File: src/rtl/mem_arr_feeder_pkg.sv
// tpu_feeder_pkg: FSM state encoding and default lane/width constants for mem_arr_feeder.
package tpu_feeder_pkg;
    localparam int DEF_WIDTH_HEIGHT = 4;
    localparam int DEF_ADDR_W = 8;
    localparam int DEF_DATA_W = 8;
    typedef enum logic [1:0] {IDLE, ISSUE, DRAIN} state_t;
endpackage

File: src/rtl/mem_arr_feeder_if.sv
// mem_arr_feeder_if: sequencer handshake, memory read ports and array feed bus of mem_arr_feeder.
// The stall input exists only when FEEDER_STALL_EN is defined.
interface mem_arr_feeder_if
    import tpu_feeder_pkg::*;
#(
    parameter int WIDTH_HEIGHT = DEF_WIDTH_HEIGHT,
    parameter int ADDR_W = DEF_ADDR_W,
    parameter int DATA_W = DEF_DATA_W
);
    logic start;
    logic [ADDR_W-1:0] base_addr;
    logic [ADDR_W-1:0] num_rows;
    logic busy;
    logic done;
    logic [WIDTH_HEIGHT-1:0] rd_en;
    logic [WIDTH_HEIGHT*ADDR_W-1:0] rd_addr;
    logic [WIDTH_HEIGHT*DATA_W-1:0] rd_data;
    logic [WIDTH_HEIGHT*DATA_W-1:0] out_data;
    logic [WIDTH_HEIGHT-1:0] out_valid;
`ifdef FEEDER_STALL_EN
    logic stall;
`endif
    modport master (
`ifdef FEEDER_STALL_EN
        input stall,
`endif
        input start, base_addr, num_rows, rd_data,
        output busy, done, rd_en, rd_addr, out_data, out_valid
    );
    modport slave (
`ifdef FEEDER_STALL_EN
        output stall,
`endif
        output start, base_addr, num_rows, rd_data,
        input busy, done, rd_en, rd_addr, out_data, out_valid
    );
endinterface

File: src/rtl/mem_arr_feeder_lane.sv
// mem_arr_feeder_lane: one lane's registered read enable/address and the 1-cycle valid delay.
module mem_arr_feeder_lane
    import tpu_feeder_pkg::*;
#(
    parameter int IDX = 0,
    parameter int ADDR_W = DEF_ADDR_W
) (
    input  logic              clk,
    input  logic              rst_n,
    input  logic              i_issue,
    input  logic [ADDR_W:0]   i_t,
    input  logic [ADDR_W-1:0] i_base,
    input  logic [ADDR_W-1:0] i_rows,
    output logic              o_rd_en,
    output logic [ADDR_W-1:0] o_rd_addr,
    output logic              o_valid
);
    localparam int TW = ADDR_W + 1;
    logic [TW:0] w_off;
    logic w_en;
    // One extra bit so t < IDX shows up as a borrow instead of wrapping.
    assign w_off = {1'b0, i_t} - (TW+1)'(IDX);
    assign w_en = i_issue && !w_off[TW] && (w_off[TW-1:0] < {1'b0, i_rows});
    always_ff @(posedge clk or negedge rst_n) begin
        if (!rst_n) begin
            o_rd_en <= 1'b0;
            o_rd_addr <= '0;
            o_valid <= 1'b0;
        end else begin
            o_rd_en <= w_en;
            if (w_en) o_rd_addr <= i_base + w_off[ADDR_W-1:0];
            o_valid <= o_rd_en;
        end
    end
endmodule

File: src/rtl/mem_arr_feeder.sv
// mem_arr_feeder: skewed per-lane reads from the input memory array into the systolic array.
// Define FEEDER_STALL_EN to add a stall input that freezes issue while in ISSUE.
module mem_arr_feeder
    import tpu_feeder_pkg::*;
#(
    parameter int WIDTH_HEIGHT = DEF_WIDTH_HEIGHT,
    parameter int ADDR_W = DEF_ADDR_W,
    parameter int DATA_W = DEF_DATA_W
) (
    input logic clk,
    input logic rst_n,
    mem_arr_feeder_if.master bus
);
    localparam int TW = ADDR_W + 1;
    state_t r_state;
    logic [TW-1:0] r_t;
    logic [ADDR_W-1:0] r_base, r_rows;
    logic r_busy, r_done;
    logic w_stall, w_accept, w_adv, w_end, w_issue;
    logic [TW-1:0] w_last, w_t_nxt;
    logic [ADDR_W-1:0] w_base, w_rows;
    logic [WIDTH_HEIGHT-1:0] w_rd_en, w_valid;
    logic [WIDTH_HEIGHT-1:0][ADDR_W-1:0] w_rd_addr;
`ifdef FEEDER_STALL_EN
    assign w_stall = bus.stall;
`else
    assign w_stall = 1'b0;
`endif
    assign w_last = {1'b0, r_rows} + TW'(WIDTH_HEIGHT - 2);
    assign w_accept = (r_state == IDLE) && bus.start;
    assign w_adv = (r_state == ISSUE) && !w_stall;
    assign w_end = w_adv && (r_t == w_last);
    // Lanes register from next-cycle t so rd_en lines up with the cycle whose t it belongs to.
    assign w_issue = (w_accept && bus.num_rows != '0) || (w_adv && !w_end);
    assign w_t_nxt = w_accept ? '0 : r_t + TW'(1);
    assign w_base = w_accept ? bus.base_addr : r_base;
    assign w_rows = w_accept ? bus.num_rows : r_rows;
    always_ff @(posedge clk or negedge rst_n) begin
        if (!rst_n) begin
            r_state <= IDLE;
            r_t <= '0;
            r_base <= '0;
            r_rows <= '0;
            r_busy <= 1'b0;
            r_done <= 1'b0;
        end else begin
            case (r_state)
                IDLE: begin
                    r_done <= 1'b0;
                    if (bus.start) begin
                        r_base <= bus.base_addr;
                        r_rows <= bus.num_rows;
                        r_t <= '0;
                        r_state <= (bus.num_rows != '0) ? ISSUE : DRAIN;
                        r_busy <= bus.num_rows != '0;
                        r_done <= bus.num_rows == '0;
                    end
                end
                ISSUE: begin
                    if (w_adv) r_t <= r_t + TW'(1);
                    if (w_end) begin
                        r_state <= DRAIN;
                        r_busy <= 1'b0;
                        r_done <= 1'b1;
                    end
                end
                DRAIN: begin
                    r_done <= 1'b0;
                    r_state <= IDLE;
                end
                default: r_state <= IDLE;
            endcase
        end
    end
    for (genvar g = 0; g < WIDTH_HEIGHT; g++) begin : g_lane
        mem_arr_feeder_lane #(.IDX(g), .ADDR_W(ADDR_W)) u_lane (
            .clk(clk),
            .rst_n(rst_n),
            .i_issue(w_issue),
            .i_t(w_t_nxt),
            .i_base(w_base),
            .i_rows(w_rows),
            .o_rd_en(w_rd_en[g]),
            .o_rd_addr(w_rd_addr[g]),
            .o_valid(w_valid[g])
        );
        assign bus.out_data[g*DATA_W +: DATA_W] = w_valid[g] ? bus.rd_data[g*DATA_W +: DATA_W] : '0;
    end
    assign bus.rd_en = w_rd_en;
    assign bus.rd_addr = w_rd_addr;
    assign bus.out_valid = w_valid;
    assign bus.busy = r_busy;
    assign bus.done = r_done;
endmodule

File: src/flat_wrapper.sv
// flat-port wrapper written by rule: the top's interface ports become plain ports
module mem_arr_feeder_flat import tpu_feeder_pkg::*;
#(
    parameter int WIDTH_HEIGHT = DEF_WIDTH_HEIGHT,
    parameter int ADDR_W = DEF_ADDR_W,
    parameter int DATA_W = DEF_DATA_W
)
  (clk, rst_n, bus_start, bus_base_addr, bus_num_rows, bus_rd_data, bus_busy, bus_done, bus_rd_en, bus_rd_addr, bus_out_data, bus_out_valid);
  mem_arr_feeder_if #(.WIDTH_HEIGHT(WIDTH_HEIGHT), .ADDR_W(ADDR_W), .DATA_W(DATA_W)) bus_i ();
  input logic clk;
  input logic rst_n;
  input wire logic [$bits(bus_i.start)-1:0] bus_start;
  input wire logic [$bits(bus_i.base_addr)-1:0] bus_base_addr;
  input wire logic [$bits(bus_i.num_rows)-1:0] bus_num_rows;
  input wire logic [$bits(bus_i.rd_data)-1:0] bus_rd_data;
  output wire logic [$bits(bus_i.busy)-1:0] bus_busy;
  output wire logic [$bits(bus_i.done)-1:0] bus_done;
  output wire logic [$bits(bus_i.rd_en)-1:0] bus_rd_en;
  output wire logic [$bits(bus_i.rd_addr)-1:0] bus_rd_addr;
  output wire logic [$bits(bus_i.out_data)-1:0] bus_out_data;
  output wire logic [$bits(bus_i.out_valid)-1:0] bus_out_valid;
  assign bus_i.start = bus_start;
  assign bus_i.base_addr = bus_base_addr;
  assign bus_i.num_rows = bus_num_rows;
  assign bus_i.rd_data = bus_rd_data;
  assign bus_busy = bus_i.busy;
  assign bus_done = bus_i.done;
  assign bus_rd_en = bus_i.rd_en;
  assign bus_rd_addr = bus_i.rd_addr;
  assign bus_out_data = bus_i.out_data;
  assign bus_out_valid = bus_i.out_valid;
  mem_arr_feeder #(.WIDTH_HEIGHT(WIDTH_HEIGHT), .ADDR_W(ADDR_W), .DATA_W(DATA_W)) u_core (.clk(clk), .rst_n(rst_n), .bus(bus_i));
endmodule
File: config.mk
export PLATFORM = sky130hd
export DESIGN_NAME = mem_arr_feeder_flat
export DESIGN_NICKNAME = d
export VERILOG_FILES = /design/src/rtl/mem_arr_feeder_pkg.sv /design/src/rtl/mem_arr_feeder_if.sv /design/src/rtl/mem_arr_feeder_lane.sv /design/src/rtl/mem_arr_feeder.sv /design/src/flat_wrapper.sv
export SDC_FILE = /design/constraint.sdc
export NUM_CORES = 1
export LEC_CHECK = 0
export BUFFER_PORTS_ARGS = -buffer_cell sky130_fd_sc_hd__buf_2
export CORE_MARGIN = 2
export CORE_UTILIZATION = 25
export DETAILED_ROUTE_END_ITERATION = 8
export SYNTH_ARGS = -nofsm -noshare
export SYNTH_HDL_FRONTEND = slang
export SYNTH_SLANG_ARGS = --single-unit
File: constraint.sdc
create_clock -name clk -period 11.6 [get_ports clk]
set_input_delay 1.74 -clock clk [delete_from_list [all_inputs] [get_ports clk]]
set_output_delay 1.74 -clock clk [all_outputs]
set_load 0.01 [all_outputs]
# Word level (Yosys, flattened, before mapping)
# Index checks and enable logic that the tools add are counted.
# word_totals
wordCells	81
input_bits	51
output_inout_bits	74
ff_bits	69
# classes
n_reduce_logical	26
eq_ne	5
order_cmp	4
add_sub_neg	9
n_mux	19
# ops
cell	count
2-to-1 mux 8 bit	6
< comparator 9 x 8 -> 1 bit	4
adder 8 bit	4
subtractor 9 x 2 -> 10 bit (second input constant)	2
2-to-1 mux 9 bit	2
one-hot mux 9 bit (2 select lines)	1
logical AND 1 bit	11
subtractor 9 x 1 -> 10 bit (second input constant)	1
adder 8 x 2 -> 9 bit (second input constant)	1
adder 9 x 1 -> 9 bit (second input constant)	1
equality test 9 bit	1
zero test 8 bit	1
AND reduction 2 bit	4
nonzero test 8 bit	1
2-to-1 mux 2 bit	3
zero test 1 bit	4
2-to-1 mux 1 bit	4
!= test 2 bit (second input constant)	2
one-hot mux 2 bit (2 select lines)	1
one-hot mux 1 bit (3 select lines)	1
AND reduction 3 bit	1
nonzero test 3 bit	1
equality test 2 x 1 -> 1 bit (second input constant)	1
equality test 2 bit (second input constant)	1
other kinds (4)	4

# Depth between registers and ports, before layout
# Gate-level depths: netlist of the first run.
# logic_depth
ltp_word	8
mapped_depth	19
ltp_nobuf	17

# Modules after synthesis
# A second synthesis of the first run with hierarchy kept.
# unflattened
hier_cells	608
area_unflattened_um2	5680.4
# modules_own_cells
module	area_per_inst_um2	cells_per_inst	seq_area_each_um2	n_inst
mem_arr_feeder	1936.9	237	725.7	1
mem_arr_feeder_lane (u_core.g_lane[1].u_lane)	1007.2	103	250.2	1
mem_arr_feeder_lane (u_core.g_lane[3].u_lane)	983.4	100	250.2	1
mem_arr_feeder_lane (u_core.g_lane[2].u_lane)	937.1	95	250.2	1
mem_arr_feeder_lane (u_core.g_lane[0].u_lane)	815.8	73	250.2	1

# Worst setup path after synthesis of the first run
# No wires, ideal clock.
# synth_timing
path_type	input to register
from	in bus_start
to	reg u_core.g_lane[2].u_lane.o_rd_addr[1]
required_time_ps	11475
path_buffers	4
setup_ps	125
path_stages	17
path_slack_ps	6219
t_arrival_ps	5257
cell_sequence	clkbuf_1 -> and2_1 -> buf_2 -> clkbuf_1 -> or2_2 -> clkbuf_1 -> nand2_1 -> nor2_1 -> xnor2_1 -> ha_1 -> a211o_1 -> a211oi_1 -> o21ai_0 -> a21oi_1 -> o21ai_0 -> nor4_4 -> mux2_2
# synth_between
elab_chain_cells	6
elab_cells_between_ends	12
cone_classes	2 x add/sub; 1 x order compare; 3 x mux; 6 x reduce/logical
# synth_rtl
item	line	rtl
start, declared	flat_wrapper.sv:12	input wire logic [$bits(bus_i.start)-1:0] bus_start;
logical AND 1 bit (*)	mem_arr_feeder.sv:30	assign w_accept = (r_state == IDLE) && bus.start;
branches (longest 4 deep; another with subtractor 9 x 2 -> 10 bit)	n/a	
logical AND 1 bit (*)	mem_arr_feeder_lane.sv:23	assign w_en = i_issue && !w_off[TW] && (w_off[TW-1:0] < {1'b0, i_rows});
net u_core.g_lane[2].u_lane.w_en	mem_arr_feeder_lane.sv:20	logic w_en;
end signal, assigned	mem_arr_feeder_lane.sv:31	if (w_en) o_rd_addr <= i_base + w_off[ADDR_W-1:0];
end, declared	mem_arr_feeder_lane.sv:15	output logic [ADDR_W-1:0] o_rd_addr,
# Mark *: on every way through the listed nets, which the timed path passes.
# A chain may end at the register's enable or synchronous reset.

# Worst setup path after layout of the first run
# layout_timing
from	in bus_start
to	reg u_core.g_lane[1].u_lane.o_rd_addr[4]
# layout_between
elab_chain_cells	6
elab_cells_between_ends	12
cone_classes	2 x add/sub; 1 x order compare; 3 x mux; 6 x reduce/logical
# layout_rtl
item	line
logical AND 1 bit (*)	mem_arr_feeder.sv:30
branches (longest 4 deep; another with subtractor 9 x 1 -> 10 bit)	n/a
logical AND 1 bit (*)	mem_arr_feeder_lane.sv:23
net u_core.g_lane[1].u_lane.w_en	mem_arr_feeder_lane.sv:20
end signal, assigned	mem_arr_feeder_lane.sv:31
end, declared	mem_arr_feeder_lane.sv:15
# Marked as above.

==> impl_metrics.yaml, run 1 <==
outcome:
  status: "completed"
detailed_routing:
  wl_per_cell_um: 15.4
  initialDrtViolationCount: 277
  ant_nets: 0
  first_pass_iters: 5
  routed_via_density: 4.74
  via_count: 4725
  routed_wl_um: 15300
  drt_drc_violations_left: 0
sta:
  worst_pin_slew_ps: 914
  totalNegativeSetupSlack_ps: 0
  rsz0062_at_grt: "no"
  fin_worst_hold_slack_ps: 372
  clock.fmax_mhz: 174
  layout_min_cycle_time_ps: 5750
  hold_viol_final: 0
  fin_crit_sh_pct: 49.5
  clock-skew-final_ps: 10.9
  finalMaxSlewViolations: 0
  relSlewSlack_pct: 39.1
  final-setup-viol-count: 0
worst_hold_path:
  hold_path.class: "reg2reg"
  min_path_cells: 0
  worstHoldEndpoint: "u_core.g_lane[0].u_lane.o_valid"
  hold_startpoint: "u_core.g_lane[0].u_lane.o_rd_en"
synth:
  cell_with_the_most_instances_after_synthesis: "sky130_fd_sc_hd__dfrtp_1"
  synthesis.nets: 713
  synthCells: 597
  synth_top_cell_area_share_pct: 30.3
  dominantRegCellSynth: "sky130_fd_sc_hd__dfrtp_1"
  post-synth-top-area-cell: "sky130_fd_sc_hd__dfrtp_1"
  syn-mean-instance-area_sq_um: 9.55
  synthesis.yosys.warnings: 0
  synth_cell_types: 68
  ys_top_cells_by_count: "69 x sky130_fd_sc_hd__dfrtp_1, 61 x sky130_fd_sc_hd__ha_1, 48 x sky130_fd_sc_hd__nand2_1, 48 x sky130_fd_sc_hd__xnor2_1, 40 x sky130_fd_sc_hd__inv_1"
  cell_area_after_synthesis_sq_um: 5700
  synth-seq-cells: 69
  synth_async_sr_flop_share_pct: 100
  synth.area.top_cells: "sky130_fd_sc_hd__dfrtp_1 30%, sky130_fd_sc_hd__ha_1 13%, sky130_fd_sc_hd__xnor2_1 7.4%"
  synth_seq_area_share_pct: 30.3
  edff_count_synth: 0
clock_tree:
  cts_inserted_buffers: 9
  cts.root.buffer_cell: "sky130_fd_sc_hd__clkbuf_16"
  deepest_level_of_the_cts_h_tree: 3
  tritoncts_clock_tree: "yes"
  path_clk_slew_ps: 70
  cts-hold-fix-buffers: 0
  max-clock-path-buffers: 2
  cts_resized: 0
  clock_latency_ps: 350
  cts_setup_buffers: 0
  clock-sinks: 69
grt:
  grt_usage_pct: 12.9
  pin_count_of_the_biggest_net_entering_global_routing: 70
  grtUsageMet1_pct: 17.8
  globalRouteOverflowTotal: 0
  vias_in_the_first_global_route: 4557
  groute.layer.met2.usage_pct: 20.6
  met3_usage_pct: 2.14
  global_route.peak_usage_layer: "met2"
  first_pass_grt_wire_length_um: 24500
  antenna_found_initial: 0
finish:
  syn_to_final_growth_pct: 20.0
  finalNonFillerCells: 997
  fillers: 2344
  final_nets: 823
  final_layout_size_suffix_gt1_share_pct: 26.7
  insertedDiodeCount: 0
critical_path:
  cpLargestDelayFamily: "simple AND/OR/NAND/NOR gates"
  critical_path.cell_chain: "buf_2, and2_1, buf_4, a21oi_2, inv_1, ha_1, o21ai_0, nor3_1, xnor2_1, ha_1, a22o_1, nor4_1, o221ai_1, nor4_4, mux2_2"
  crit_slowest_cell: "sky130_fd_sc_hd__nor4_4"
  worstReg2RegEnd: "u_core.g_lane[1].u_lane.o_rd_addr[4]"
  crit_path_max_fanout: 17
  critical_path_required_ps: 11830
  reg2regPathDepth: 16
  cp-end-kind: "flip-flop"
  worstPathArrival_ps: 5980
  startpoint_type: "input port"
  ff_to_ff_start: "u_core.r_state[0]"
  critPathKind: "in2reg"
  worst_path_max_stage_delay_ps: 740
  r2r_setup_slack_ps: 6460
  critPathMostFrequentCell: "sky130_fd_sc_hd__ha_1"
  path_buf_inv: 3
floorplan:
  core_sq_um: 22500
  die-height_um: 155
  fp.dieW_um: 155
  dieArea_sq_um: 24000
  effective_utilization_at_floorplan_pct: 25.3
  io_pins: 125
  core.rowCount: 55
placed_design:
  gp_congestion: 0.902
  placed_cells: 981
  dpl.hpwl_um: 12000
  portBuffers: 124
flow_run:
  timing.max_cap.violations: 0
==> sequential cells by signal (all words and copies together), names as in the netlist <==
signal / cells
u_core.bus.done: 1
u_core.g_lane.u_lane.o_rd_addr: 32
u_core.r_state: 2
u_core.g_lane.u_lane.o_valid: 4
u_core.bus.busy: 1
u_core.g_lane.u_lane.o_rd_en: 4
u_core.r_base: 8
u_core.r_t: 9
u_core.r_rows: 8
==> final cells by class <==
type                    count  area (sq um)  area share [%]
repair buffers            127           646            9.43
well taps                 285           357            5.21
clock buffers               9           225            3.29
flip-flops and latches     69          1730            25.2
inverters                  40           150            2.19
multi-input cells         460          3670            53.6
clock inverters             7          72.6            1.06
==> routing by layer <==
| layer | vias to the layer above | wire length, um |
|---|---|---|
| li1 | 2331 | - |
| met1 | 2275 | 7390 |
| met2 | 102 | 7050 |
| met3 | 17 | 652 |
| met4 | 0 | 231 |
| met5 | - | 0 |
==> per-stage QoR <==
stage	setup WS, ps	instance area (sq um)	util (%)
2_1_floorplan	6220	5700	-
3_3_place_gp	5660	6550	29.1
3_5_place_dp	5540	6550	29.1
4_1_cts	5910	6840	30.4
5_1_grt	5550	6840	30.4
6_report	5850	6840	30.4
==> cells by family (layout without fill, tap and decap cells) <==
group	after synthesis	count (layout)	synth area share (%)
and+or+nand+nor	154	154	14.8
AOI/OAI and AO/OA	133	133	15.6
DFF	69	69	30.3
adders and majority gates	68	68	15.3
buffers and inverters	68	183	5.46
xor gates and xnor gates	61	61	9.61
muxes	44	44	8.97
==> cell usage in the layout (no fill, tap or decap), drive strengths merged, types with 3 or more instances in the layout <==
cell type / netlist / routed
a2111oi: 3 / 3
a21boi: 3 / 3
a21o: 15 / 15
a21oi: 38 / 38
a22o: 4 / 4
a311oi: 3 / 3
and2: 33 / 33
buf: 19 / 127
clkbuf: 9 / 9
dfrtp: 69 / 69
fa: 4 / 4
ha: 61 / 61
inv: 40 / 45
maj3: 3 / 3
mux2: 30 / 30
mux2i: 14 / 14
nand2: 48 / 48
nand2b: 7 / 7
nand3: 17 / 17
nor2: 12 / 12
nor3: 14 / 14
nor4: 9 / 9
o211ai: 4 / 4
o21a: 6 / 6
o21ai: 29 / 29
o21bai: 3 / 3
o31ai: 6 / 6
xnor2: 48 / 48
xor2: 12 / 12
==> worst max-delay path by stage <==
| stage | from | end | cells after the start |
|---|---|---|---|
| 3_3_place_gp | bus_start | u_core.g_lane[1].u_lane.o_rd_addr[6] | 15 |
| 6_report | bus_start | u_core.g_lane[1].u_lane.o_rd_addr[4] | 15 |
| 5_1_grt | bus_start | u_core.g_lane[2].u_lane.o_rd_addr[6] | 16 |
| 3_5_place_dp | bus_start | u_core.g_lane[1].u_lane.o_rd_addr[2] | 15 |
| 4_1_cts | bus_start | u_core.g_lane[1].u_lane.o_rd_addr[4] | 15 |
| 2_1_floorplan | bus_start | u_core.g_lane[2].u_lane.o_rd_addr[1] | 17 |
Power of run 1 is not shown: default switching activity piles up to over one toggle a cycle in this logic, so the estimate is an artifact.
==> run 2, diff against run 1 <==
- clock period: 11.6 -> 5.2 ns (I/O delays scaled with it)
==> run 2 against run 1 <==
Clock skew fell by 4.7 ps. Register-to-register slack lost 5900 ps. Core utilization is 0.46 points higher. Highest routed layer is now met5.
==> impl_metrics.yaml, run 2 (synthesized netlist as in run 1, its figures left out) <==
outcome:
  status: "completed"
grt:
  vias_in_the_first_global_route: 4645
  grt_usage_pct: 13.2
  first_pass_grt_wire_length_um: 25100
  pin_count_of_the_biggest_net_entering_global_routing: 70
  antenna_found_initial: 2
  globalRouteOverflowTotal: 0
finish:
  final_nets: 833
  fillers: 2330
  largest_reg_flops: 32
  most_flop_heavy_register: "u_core.g_lane.u_lane.o_rd_addr"
  final_layout_size_suffix_gt1_share_pct: 27.7
  mostFrequentLayoutCell: "sky130_fd_sc_hd__buf_2"
  syn_to_final_growth_pct: 21.8
  most-common-layout-cells: "123 x sky130_fd_sc_hd__buf_2, 69 x sky130_fd_sc_hd__dfrtp_1, 61 x sky130_fd_sc_hd__ha_1, 48 x sky130_fd_sc_hd__nand2_1, 48 x sky130_fd_sc_hd__xnor2_1"
  reg.largest.list: "u_core.g_lane.u_lane.o_rd_addr: 32 flops, u_core.r_t: 9 flops"
critical_path:
  ff_to_ff_start: "u_core.r_state[0]"
  worstPathArrival_ps: 4840
  reg2regPathDepth: 18
  critPathKind: "reg2reg"
  critical_path_required_ps: 5430
  cp-end-kind: "flip-flop"
  critical_path.cell_chain: "inv_1, ha_1, a21boi_0, mux2i_2, inv_1, nor3_2, nand2_1, nor2_1, xnor2_1, ha_1, a211o_1, a211oi_1, o21ai_0, a21oi_1, o21ai_0, nor4_4, buf_4, mux2_2"
  worstReg2RegEnd: "u_core.g_lane[2].u_lane.o_rd_addr[2]"
  r2r_setup_slack_ps: 590
  crit_path_max_fanout: 12
  crit_slowest_cell: "sky130_fd_sc_hd__dfrtp_1"
  path_buf_inv: 3
  cpLargestDelayFamily: "compound AO/OA/AOI/OAI gates"
  startpoint_type: "flip-flop"
  worst_path_max_stage_delay_ps: 400
placed_design:
  portBuffers: 124
  dpl.hpwl_um: 12300
  gp_congestion: 0.945
sta:
  hold_viol_final: 0
  clock.fmax_mhz: 217
  final-setup-viol-count: 0
  layout_min_cycle_time_ps: 4610
  fin_crit_sh_pct: 88.6
  worst_pin_slew_ps: 912
  rsz0062_at_grt: "no"
  totalNegativeSetupSlack_ps: 0
  clock-skew-final_ps: 6.22
  finalMaxSlewViolations: 0
  relSlewSlack_pct: 39.2
clock_tree:
  cts.root.buffer_cell: "sky130_fd_sc_hd__clkbuf_16"
  clock-sinks: 69
  deepest_level_of_the_cts_h_tree: 3
  cts_resized: 0
  path_clk_slew_ps: 60
  cts_inserted_buffers: 9
  max-clock-path-buffers: 2
  cts-hold-fix-buffers: 0
  cts_setup_buffers: 0
  clock_latency_ps: 350
  tritoncts_clock_tree: "yes"
floorplan:
  core_sq_um: 22500
  io_pins: 125
  die-height_um: 155
  effective_utilization_at_floorplan_pct: 25.3
  dieArea_sq_um: 24000
  core.rowCount: 55
  fp.dieW_um: 155
detailed_routing:
  first_pass_iters: 4
  ant_nets: 0
  routed_via_density: 4.73
  wl_per_cell_um: 15.5
  via_count: 4767
  routed_wl_um: 15600
  initialDrtViolationCount: 264
  drt_drc_violations_left: 0
worst_hold_path:
  hold_path.class: "reg2reg"
  min_path_cells: 0
  worstHoldEndpoint: "u_core.g_lane[0].u_lane.o_valid"
  hold_startpoint: "u_core.g_lane[0].u_lane.o_rd_en"
flow_run:
  timing.max_cap.violations: 0
==> run 2: changes by cell type in the layout (fill, tap and decap cells not counted) <==
cell	delta
sky130_fd_sc_hd__buf_4	+10
sky130_fd_sc_hd__clkinv_2	+1
sky130_fd_sc_hd__inv_8	-2
sky130_fd_sc_hd__clkinv_4	+2
sky130_fd_sc_hd__inv_6	-2
sky130_fd_sc_hd__diode_2	+1
sky130_fd_sc_hd__bufinv_16	+2
sky130_fd_sc_hd__clkinv_8	-1
==> run 2: worst max-delay path by stage <==
stage / depth (start not counted) / start / to
after global routing: 18 / u_core.r_state[0] / u_core.g_lane[2].u_lane.o_rd_addr[2]
final: 18 / u_core.r_state[0] / u_core.g_lane[2].u_lane.o_rd_addr[2]
after floorplan: 17 / bus_start / u_core.g_lane[2].u_lane.o_rd_addr[1]
after CTS: 18 / u_core.r_state[0] / u_core.g_lane[2].u_lane.o_rd_addr[2]
after global placement: 17 / bus_start / u_core.g_lane[2].u_lane.o_rd_addr[7]
after detailed placement: 17 / bus_start / u_core.g_lane[2].u_lane.o_rd_addr[7]
==> run 2: final cells by class <==
cell class / count / area, sq um / share of cell area (%)
sequential: 69 / 1730 / 24.9
antenna: 1 / 2.50 / 0.0360
clock buffer: 9 / 225 / 3.24
inverter: 40 / 150 / 2.16
clock inverter: 7 / 98.8 / 1.42
tap: 285 / 357 / 5.13
multi-input combinational: 460 / 3670 / 52.8
timing repair buffer: 137 / 721 / 10.4
==> run 2: worst register-to-register path: stages, from the launching register on <==
cell and delay, ps:
sky130_fd_sc_hd__dfrtp_1 400, sky130_fd_sc_hd__inv_1 100, sky130_fd_sc_hd__ha_1 390, sky130_fd_sc_hd__a21boi_0 170, sky130_fd_sc_hd__mux2i_2 340, sky130_fd_sc_hd__inv_1 320
sky130_fd_sc_hd__nor3_2 320, sky130_fd_sc_hd__nand2_1 110, sky130_fd_sc_hd__nor2_1 130, sky130_fd_sc_hd__xnor2_1 170, sky130_fd_sc_hd__ha_1 290, sky130_fd_sc_hd__a211o_1 290
sky130_fd_sc_hd__a211oi_1 200, sky130_fd_sc_hd__o21ai_0 130, sky130_fd_sc_hd__a21oi_1 130, sky130_fd_sc_hd__o21ai_0 140, sky130_fd_sc_hd__nor4_4 290, sky130_fd_sc_hd__buf_4 230
sky130_fd_sc_hd__mux2_2 350
==> run 2: routing by layer <==
layer / global-route usage [%] / share of wire (%)
met2: 20.9 / 45
met1: 17.4 / 47
met4: 5.20 / 2.3
met5: 0 / 0.070
met3: 3.26 / 5.8
==> run 2: through the flow <==
step	instances	util [%]	instance area, sq um	hold slack, ps	setup WS, ps
final	1008	30.9	6950	369	593
after floorplan	597	-	5700	355	779
after detailed placement	991	29.4	6620	359	495
after global routing	1007	30.9	6940	384	259
after CTS	1007	30.9	6940	372	622
after global placement	991	29.4	6620	353	557
Power of run 2 is left out for the same reason.
==> run 3, diff against run 2 <==
- clock period: 5.2 -> 5.4 ns (I/O delays scaled with it)
==> run 3 against run 2 <==
Non-clock buffer count down 2. First-iteration DRC count down 2.3%. Setup slack worse by 20 ps. Routed wire length down 0.36%. Clock-buffer cell count unchanged. Critical path type unchanged. Largest cell class unchanged.
==> impl_metrics.yaml, run 3 (synthesized netlist as in run 1, its figures left out) <==
floorplan:
  core.rowCount: 55
  die-height_um: 155
  io_pins: 125
  effective_utilization_at_floorplan_pct: 25.3
  core_sq_um: 22500
  dieArea_sq_um: 24000
  fp.dieW_um: 155
critical_path:
  critical_path_required_ps: 5640
  crit_path_max_fanout: 12
  startpoint_type: "flip-flop"
  critPathMostFrequentCell: "sky130_fd_sc_hd__ha_1"
  cp-end-kind: "flip-flop"
  worst_path_max_stage_delay_ps: 500
  crit_slowest_cell: "sky130_fd_sc_hd__nor4_4"
  cpLargestDelayFamily: "simple AND/OR/NAND/NOR gates"
  crit_cells: 16
  critPathKind: "reg2reg"
  reg2regPathDepth: 16
  critical_path.cell_chain: "inv_1, ha_1, and2_1, a21oi_2, inv_1, ha_1, o21ai_0, nor3_1, xnor2_1, ha_1, a22o_1, nor4_1, o221ai_1, nor4_4, buf_4, mux2_2"
  path_buf_inv: 3
  worstPathArrival_ps: 5070
sta:
  finalMaxSlewViolations: 0
  worst_pin_slew_ps: 912
  hold_viol_final: 0
  clock.fmax_mhz: 207
  clock-skew-final_ps: 9.41
  relSlewSlack_pct: 39.2
  layout_min_cycle_time_ps: 4830
  final-setup-viol-count: 0
  fin_crit_sh_pct: 89.4
  rsz0062_at_grt: "no"
  totalNegativeSetupSlack_ps: 0
worst_hold_path:
  min_path_cells: 0
  hold_path.class: "reg2reg"
grt:
  first_pass_grt_wire_length_um: 25100
  grt_usage_pct: 13.3
  antenna_found_initial: 3
  vias_in_the_first_global_route: 4734
  pin_count_of_the_biggest_net_entering_global_routing: 70
  globalRouteOverflowTotal: 0
clock_tree:
  clock_latency_ps: 350
  deepest_level_of_the_cts_h_tree: 3
  cts_inserted_buffers: 9
  cts_resized: 0
  cts_setup_buffers: 0
  cts.root.buffer_cell: "sky130_fd_sc_hd__clkbuf_16"
  path_clk_slew_ps: 60
  max-clock-path-buffers: 2
  tritoncts_clock_tree: "yes"
  clock-sinks: 69
  cts-hold-fix-buffers: 0
pwr:
  pwr_density_cell_nw_per_um2: 832
  leakagePower_nw: 3.40
  fin_total_pwr_mw: 5.77
  vdd_ir_drop_max_v: 0.000263
finish:
  most-common-layout-cells: "123 x sky130_fd_sc_hd__buf_2, 69 x sky130_fd_sc_hd__dfrtp_1, 61 x sky130_fd_sc_hd__ha_1, 48 x sky130_fd_sc_hd__nand2_1, 48 x sky130_fd_sc_hd__xnor2_1"
  largest_reg_flops: 32
  final_util_pct: 30.8
  syn_to_final_growth_pct: 21.6
  mostFrequentLayoutCell: "sky130_fd_sc_hd__buf_2"
  most_flop_heavy_register: "u_core.g_lane.u_lane.o_rd_addr"
  final_nets: 831
  final_layout_size_suffix_gt1_share_pct: 27.5
  final_cell_area_sq_um: 6940
  reg.largest.list: "u_core.g_lane.u_lane.o_rd_addr: 32 flops, u_core.r_t: 9 flops"
flow_run:
  timing.max_cap.violations: 0
detailed_routing:
  routed_wl_um: 15500
  first_pass_iters: 5
  via_count: 4778
  drt_drc_violations_left: 0
  ant_nets: 0
  routed_via_density: 4.75
  wl_per_cell_um: 15.5
  initialDrtViolationCount: 258
placed_design:
  gp_congestion: 0.887
  portBuffers: 124
  dpl.hpwl_um: 12100
  post_placement_cell_area_sq_um: 6610
outcome:
  status: "completed"
==> run 3: changes by cell type in the layout (fill, tap and decap cells not counted), sizes merged <==
cell and change:
buf -2, inv +2, clkinv -2
==> run 3: cell type report <==
class / count / area, sq um
Fill cell: 2312 / 15600
Multi-Input combinational cell: 460 / 3670
Sequential cell: 69 / 1730
Timing Repair Buffer: 135 / 706
Tap cell: 285 / 357
Clock buffer: 9 / 225
Inverter: 40 / 150
Clock inverter: 7 / 105
Antenna cell: 1 / 2.50
==> run 3: worst paths after layout <==
path                                                 start                                   end  slack (ps)
min                        u_core.g_lane[0].u_lane.o_rd_en       u_core.g_lane[0].u_lane.o_valid         370
max                                      u_core.r_state[0]  u_core.g_lane[1].u_lane.o_rd_addr[4]         570
min reg2reg                u_core.g_lane[0].u_lane.o_rd_en       u_core.g_lane[0].u_lane.o_valid         370
max reg2reg                              u_core.r_state[0]  u_core.g_lane[1].u_lane.o_rd_addr[4]         570
max in group asynchronous                            rst_n  u_core.g_lane[0].u_lane.o_rd_addr[5]        4200
min in group asynchronous                            rst_n                         u_core.r_t[6]         590
==> run 3: layer usage <==
metal | global-route usage, % | vias up | routed length, um | share of wire (%)
met4 | 5.51 | 2 | 391 | 2.5
met3 | 2.79 | 27 | 732 | 4.7
met1 | 17.4 | 2293 | 7380 | 47
met5 | 0 | - | 11 | 0.071
li1 | - | 2350 | - | -
met2 | 21.4 | 106 | 7040 | 45
==> run 3: stage by stage <==
step | hold WS [ps] | setup slack, ps | std cells
after floorplan | 355 | 949 | 597
after global placement | 353 | 589 | 989
after detailed placement | 358 | 444 | 989
after CTS | 371 | 549 | 1005
after global routing | 382 | 249 | 1006
final | 367 | 573 | 1006
==> run 3: power by group <==
group          switching (mW)  total (mW)  internal, mW  leakage (nW)
Sequential              0.188       0.954         0.766         0.857
Combinational            2.23        4.16          1.92          2.38
Clock                   0.252       0.663         0.411         0.159
Note: power is estimated with default switching activity, not from simulation.
